--- src/rtl/cw_pkg.sv ---
// cw_pkg: control-word layout, phase encoding and field encodings shared by the sequencer
package cw_pkg;
   localparam int CW_W = 33;
   localparam int ALU_EN_B = 32;
   localparam int ALU_BS_B = 31;
   localparam int ALU_FS_HI = 30;
   localparam int ALU_FS_LO = 26;
   localparam int RF_B_EN_B = 25;
   localparam int RF_SA_HI = 24;
   localparam int RF_SA_LO = 20;
   localparam int RF_SB_HI = 19;
   localparam int RF_SB_LO = 15;
   localparam int RF_DA_HI = 14;
   localparam int RF_DA_LO = 10;
   localparam int RF_W_B = 9;
   localparam int RAM_EN_B = 8;
   localparam int RAM_W_B = 7;
   localparam int PC_EN_B = 6;
   localparam int PC_FS_HI = 5;
   localparam int PC_FS_LO = 4;
   localparam int PC_IS_B = 3;
   localparam int STATUS_LD_B = 2;
   localparam int NS_HI = 1;
   localparam int NS_LO = 0;

   localparam logic [4:0] ALU_AND = 5'b00000;
   localparam logic [4:0] ALU_OR = 5'b00100;
   localparam logic [4:0] ALU_ADD = 5'b01000;

   localparam logic [1:0] PC_HOLD = 2'b00;
   localparam logic [1:0] PC_INC4 = 2'b01;

   typedef enum logic {FETCH = 1'b0, EXEC = 1'b1} phase_t;

   typedef struct packed {
      logic       alu_en;
      logic       alu_bs;
      logic [4:0] alu_fs;
      logic       rf_b_en;
      logic [4:0] rf_sa;
      logic [4:0] rf_sb;
      logic [4:0] rf_da;
      logic       rf_w;
      logic       ram_en;
      logic       ram_w;
      logic       pc_en;
      logic [1:0] pc_fs;
      logic       pc_is;
      logic       status_ld;
   } strobe_t;
endpackage

--- src/rtl/cw_unpack.sv ---
// cw_unpack: splits a control word into datapath strobes, next micro-state and databus-enable count
import cw_pkg::*;

module cw_unpack (
   input  logic [CW_W-1:0] cw,
   output strobe_t         strb,
   output logic [1:0]      next_state,
   output logic [2:0]      bus_cnt
);
   // pure field split; the sequencer decides whether the fields reach the outputs
   always_comb begin
      strb.alu_en    = cw[ALU_EN_B];
      strb.alu_bs    = cw[ALU_BS_B];
      strb.alu_fs    = cw[ALU_FS_HI:ALU_FS_LO];
      strb.rf_b_en   = cw[RF_B_EN_B];
      strb.rf_sa     = cw[RF_SA_HI:RF_SA_LO];
      strb.rf_sb     = cw[RF_SB_HI:RF_SB_LO];
      strb.rf_da     = cw[RF_DA_HI:RF_DA_LO];
      strb.rf_w      = cw[RF_W_B];
      strb.ram_en    = cw[RAM_EN_B];
      strb.ram_w     = cw[RAM_W_B];
      strb.pc_en     = cw[PC_EN_B];
      strb.pc_fs     = cw[PC_FS_HI:PC_FS_LO];
      strb.pc_is     = cw[PC_IS_B];
      strb.status_ld = cw[STATUS_LD_B];
      next_state     = cw[NS_HI:NS_LO];
      bus_cnt        = 3'(cw[ALU_EN_B]) + 3'(cw[RF_B_EN_B]) + 3'(cw[RAM_EN_B]) + 3'(cw[PC_EN_B]);
   end
endmodule

--- src/rtl/cw_sequencer.sv ---
// cw_sequencer: fetches instructions into IR and steps them through decoder control words
import cw_pkg::*;

module cw_sequencer #(
   parameter int MAX_STEPS = 4
) (
   input  logic        clock,
   input  logic        reset_n,
   output logic        imem_req,
   input  logic        imem_valid,
   input  logic [31:0] imem_rdata,
   input  logic        stall,
   input  logic [32:0] cw_in,
   output logic [31:0] ir,
   output logic [1:0]  state,
   output logic        alu_en,
   output logic        alu_bs,
   output logic [4:0]  alu_fs,
   output logic        rf_b_en,
   output logic [4:0]  rf_sa,
   output logic [4:0]  rf_sb,
   output logic [4:0]  rf_da,
   output logic        rf_w,
   output logic        ram_en,
   output logic        ram_w,
   output logic        pc_en,
   output logic [1:0]  pc_fs,
   output logic        pc_is,
   output logic        status_ld,
   output logic        bus_conflict,
   output logic        timeout
);
   localparam logic [2:0] LAST_STEP = 3'(MAX_STEPS - 1);

   phase_t      phase_q, phase_d;
   logic [31:0] ir_q, ir_d;
   logic [1:0]  state_q, state_d;
   logic [2:0]  step_q, step_d;
   strobe_t     strb_q, strb_d;
   logic        timeout_q, timeout_d;
   logic        bus_conflict_q, bus_conflict_d;
   logic        live_q;

   strobe_t     cw_strb;
   logic [1:0]  cw_ns;
   logic [2:0]  cw_bus_cnt;

   cw_unpack u_unpack (
      .cw         (cw_in),
      .strb       (cw_strb),
      .next_state (cw_ns),
      .bus_cnt    (cw_bus_cnt)
   );

   // live_q keeps the fetch request low while reset is held and until the first edge after it
   assign imem_req = live_q && phase_q == FETCH && !stall;

   // next-state: fetch handshake, one execute step per unstalled cycle, watchdog abort
   always_comb begin
      phase_d        = phase_q;
      ir_d           = ir_q;
      state_d        = state_q;
      step_d         = step_q;
      strb_d         = '0;
      timeout_d      = 1'b0;
      bus_conflict_d = bus_conflict_q;
      if (phase_q == FETCH) begin
         if (imem_req && imem_valid) begin
            ir_d    = imem_rdata;
            state_d = 2'b00;
            step_d  = 3'd0;
            phase_d = EXEC;
         end
      end else if (!stall) begin
         strb_d         = cw_strb;
         state_d        = cw_ns;
         step_d         = step_q + 3'd1;
         bus_conflict_d = bus_conflict_q || cw_bus_cnt > 3'd1;
         if (cw_ns == 2'b00) begin
            phase_d = FETCH;
         end else if (step_q == LAST_STEP) begin
            phase_d          = FETCH;
            state_d          = 2'b00;
            strb_d.rf_w      = 1'b0;
            strb_d.ram_w     = 1'b0;
            strb_d.status_ld = 1'b0;
            timeout_d        = 1'b1;
         end
      end
   end

   // all sequencer state and registered outputs, cleared asynchronously
   always_ff @(posedge clock or negedge reset_n) begin
      if (!reset_n) begin
         phase_q        <= FETCH;
         ir_q           <= '0;
         state_q        <= '0;
         step_q         <= '0;
         strb_q         <= '0;
         timeout_q      <= 1'b0;
         bus_conflict_q <= 1'b0;
         live_q         <= 1'b0;
      end else begin
         phase_q        <= phase_d;
         ir_q           <= ir_d;
         state_q        <= state_d;
         step_q         <= step_d;
         strb_q         <= strb_d;
         timeout_q      <= timeout_d;
         bus_conflict_q <= bus_conflict_d;
         live_q         <= 1'b1;
      end
   end

   assign ir           = ir_q;
   assign state        = state_q;
   assign alu_en       = strb_q.alu_en;
   assign alu_bs       = strb_q.alu_bs;
   assign alu_fs       = strb_q.alu_fs;
   assign rf_b_en      = strb_q.rf_b_en;
   assign rf_sa        = strb_q.rf_sa;
   assign rf_sb        = strb_q.rf_sb;
   assign rf_da        = strb_q.rf_da;
   assign rf_w         = strb_q.rf_w;
   assign ram_en       = strb_q.ram_en;
   assign ram_w        = strb_q.ram_w;
   assign pc_en        = strb_q.pc_en;
   assign pc_fs        = strb_q.pc_fs;
   assign pc_is        = strb_q.pc_is;
   assign status_ld    = strb_q.status_ld;
   assign timeout      = timeout_q;
   assign bus_conflict = bus_conflict_q;
endmodule

--- config.mk ---
export PLATFORM = sky130hd
export DESIGN_NAME = cw_sequencer
export DESIGN_NICKNAME = d
export VERILOG_FILES = /design/src/rtl/cw_pkg.sv /design/src/rtl/cw_unpack.sv /design/src/rtl/cw_sequencer.sv
export SDC_FILE = /design/constraint.sdc
export NUM_CORES = 1
export LEC_CHECK = 0
export CAP_MARGIN = 20
export CORE_MARGIN = 10
export CORE_UTILIZATION = 29
export CTS_CLUSTER_SIZE = 20
export DETAILED_ROUTE_END_ITERATION = 16
export GPL_TIMING_DRIVEN = 0
export PLACE_DENSITY = 0.67
export SYNTH_ARGS = -nofsm -noshare
export SYNTH_HDL_FRONTEND = slang
export SYNTH_SLANG_ARGS = --single-unit
--- constraint.sdc ---
create_clock -name clock -period 1.32 [get_ports clock]
set_input_delay 0.264 -clock clock [delete_from_list [all_inputs] [get_ports clock]]
set_output_delay 0.264 -clock clock [all_outputs]
set_load 0.02 [all_outputs]
==> impl_metrics.env <==
export IMPL_status="finished, violations left"
export IMPL_violations="negative setup slack"
export IMPL_pre_cts_slack_ns=-0.603
export IMPL_finalSetupViolations=34
export IMPL_fillers=838
export IMPL_dr_total_vias=1896
export IMPL_multi_input_area_um2=910
export IMPL_synth_edf_count=0
export IMPL_finalNonFillerCells=462
export IMPL_synth_top_cell_area_share=0.654
export IMPL_worst_path_buf_inv=3
export IMPL_synth_seq_cells=72
export IMPL_rows=35
export IMPL_slowest_stage="dfrtp_1"
export IMPL_fmax_mhz=667
export IMPL_syn2layout_area_growth_pct=64.0
export IMPL_wirelength_mm=7.70
export IMPL_drt_iter0_drc=42
export IMPL_antenna_found_initial=0
export IMPL_switching_share=0.326
export IMPL_rr_endpoint="ir[7]$_DFFE_PN0P_"
export IMPL_io_pins=137
export IMPL_syn_num_nets=243
export IMPL_synth_cells=169
export IMPL_p_leak_nw=2.13
export IMPL_setup_slack_ns=-0.179
export IMPL_critPathMostFrequentCell="buf_12"
export IMPL_hold_path_end="alu_en$_DFF_PN0_"
export IMPL_antenna_left=0
export IMPL_die_w_um=117
export IMPL_drc=0
export IMPL_comb_power_share=0.396
export IMPL_final_common_cell="dfrtp_1"
export IMPL_async_flop_share=1.00
export IMPL_clk_pin_slew_ns=0.08
export IMPL_synth_seq_area_share=0.654
export IMPL_clkPwrFrac=0.238
export IMPL_cts_tree="built"
export IMPL_power_switching_w=0.00293
export IMPL_synthesis_area_um2=2750
export IMPL_hpwlAfterDp_mm=5.76
export IMPL_stdcell_area_um2=4520
export IMPL_hold_viol_final=0
export IMPL_ff2ff_setup_slack_ns=-0.18
export IMPL_layout_drive_gt1_share=0.375
export IMPL_seqCellArea_um2=1800
export IMPL_hold_depth=2
export IMPL_numCtsBuffers=9
export IMPL_path_class="reg2reg"
export IMPL_grt_setup_unrepaired="yes"
export IMPL_intPower_w=0.00605
export IMPL_synthTopCellsByArea="dfrtp_1 (65%), mux2_4 (16%), and2_1 (7.0%)"
export IMPL_cts_sinks=72
export IMPL_reg2regPathDepth=5
export IMPL_cp_max_fo=10
export IMPL_die_height_um=117
export IMPL_drv_slew=0
export IMPL_avgRoutedWirePerCell_um=16.7
export IMPL_synth_main_ff_cell="dfrtp_1"
export IMPL_gp_congestion=0.712
export IMPL_initial_core_util=0.298
export IMPL_max_cap_violations=0
export IMPL_layout_common_cells="dfrtp_1 (72), clkdlybuf4s50_1 (64), clkbuf_2 (39)"
export IMPL_required_ns=1.54
export IMPL_crit_family="buffers and inverters"
export IMPL_htreeDepth=3
export IMPL_grt_max_degree=42
export IMPL_timing_rr_start="phase_q$_DFF_PN0_"
export IMPL_dp_cells=435
export IMPL_num_nets_final=402
export IMPL_first_pass_iters=4
export IMPL_synth_avg_cell_area_um2=16.3
export IMPL_irDropWorstVdd_mv=0.773
export IMPL_crit_chain="nor4bb_2 -> buf_4 -> buf_12 -> buf_12 -> mux2_4"
export IMPL_coreArea_um2=9240
export IMPL_grt_pass1_wl_mm=12.4
export IMPL_clk_latency_ns=0.34
export IMPL_clock_skew_ns=0.00962
export IMPL_grt_usage=0.113
export IMPL_cp_arrival_ns=1.71
export IMPL_clock_path_buffers=2
export IMPL_cp_end_kind="flip-flop"
export IMPL_min_from="cw_in[32]"
export IMPL_placed_area_um2=4290
export IMPL_fin_crit_ns=1.50
export IMPL_cts_root_buf="clkbuf_8"
export IMPL_critPathMaxStageDelay_ns=0.39
export IMPL_p_seq_frac=0.366
export IMPL_place_port_buffers=136
export IMPL_final_period_utilization=1.14
export IMPL_grt_pass1_vias=2163
export IMPL_gr_total_overflow=0
export IMPL_fp_dieArea_um2=13800
export IMPL_via_per_inst=4.10
export IMPL_synth_area_leader_cell="dfrtp_1"
export IMPL_num_antenna_cells=0
export IMPL_start_kind="flip-flop"
export IMPL_ys_warn_count=0
export IMPL_hp_class="in2reg"
export IMPL_power_density_nw_per_um2=1990
export IMPL_netlist_cell_type_count=24
==> synth_stat cells (2+ instances only) <==
cell	number
dfrtp_1	72
and2_1	31
mux2_4	29
ha_1	5
mux2_2	4
a21oi_1	3
a22o_1	3
buf_12	3
clkbuf_1	3
or2_2	2
==> state kept, by name, summed over array words and instances, names as in the netlist, 2 cells and up <==
register / flops
ir: 32
alu_fs: 5
rf_da: 5
rf_sa: 5
rf_sb: 5
step_q: 3
pc_fs: 2
state: 2
==> per-stage QoR <==
step / TNS, ns / util / hold slack, ns / total power [W]
floorplan: -3.23 / - / -0.0316 / 0.00530
global placement: -211.99 / 0.463 / 0.460 / 0.00717
detailed placement: -29.85 / 0.465 / 0.242 / 0.00725
CTS: -6.52 / 0.507 / 0.271 / 0.00927
global route: -8.35 / 0.489 / 0.283 / 0.00950
finish: -4.69 / 0.489 / 0.296 / 0.00897
==> worst max-delay path by stage <==
stage,startpoint,endpoint,slack [ns],cells past startpoint
after detailed placement,stall,ir[7]$_DFFE_PN0P_,-0.60,5
after global routing,phase_q$_DFF_PN0_,ir[7]$_DFFE_PN0P_,-0.29,5
final,phase_q$_DFF_PN0_,ir[7]$_DFFE_PN0P_,-0.18,5
after global placement,reset_n,rf_sb[0]$_DFF_PN0_,-2.54,1
after CTS,phase_q$_DFF_PN0_,ir[7]$_DFFE_PN0P_,-0.23,5
after floorplan,phase_q$_DFF_PN0_,ir[10]$_DFFE_PN0P_,-0.11,4
==> final cells by class <==
type / instances / share of cell area
Buffer: 6 / 0.0188
Clock buffer: 11 / 0.0313
Clock inverter: 5 / 0.0230
Inverter: 1 / 0.000831
Multi-Input combinational cell: 89 / 0.201
Sequential cell: 72 / 0.399
Tap cell: 129 / 0.0357
Timing Repair Buffer: 149 / 0.290
==> layer usage <==
metal  up-vias  global-route usage  wire length (um)
li1        883                   -                 -
met1       941               0.123              3180
met2        68               0.193              3920
met3         4              0.0528               535
met4         0              0.0340                58
met5         -                   0                 0
==> cell families after synthesis <==
family,after synthesis,synth area share
flops,72,0.654
simple gates,41,0.0936
mux,33,0.174
compound gates,9,0.0236
buf+inv,8,0.0300
fa+ha+maj,5,0.0227
other cells,1,0.00136
==> power groups by stage <==
stage,registers (W),clock network (W),logic [W]
global placement,0.00332,0,0.00386
detailed placement,0.00334,0,0.00391
CTS,0.00329,0.00221,0.00377
finish,0.00329,0.00213,0.00355
floorplan,0.00417,0,0.00112
global route,0.00338,0.00233,0.00378
==> what timing repair did <==
| item | CTS | global route |
|---|---|---|
| resized for setup | 142 | 80 |
| setup buffers | 9 | 2 |
| hold buffers | 1 | 0 |
| endpoints found under the setup margin | 124 | 111 |
| pin swaps | 5 | 1 |
| gates cloned | 2 | 0 |
| endpoints found under the hold margin | 31 | 0 |
==> worst reg2reg max path: cells and delay by family, from the launching register on <==
| family | cells | cell delay [ns] |
|---|---|---|
| buffers and inverters | 3 | 0.42 |
| and+or+nand+nor | 1 | 0.26 |
| muxes | 1 | 0.31 |
| DFF | 1 | 0.39 |
Note: power is estimated with default switching activity, not from simulation.
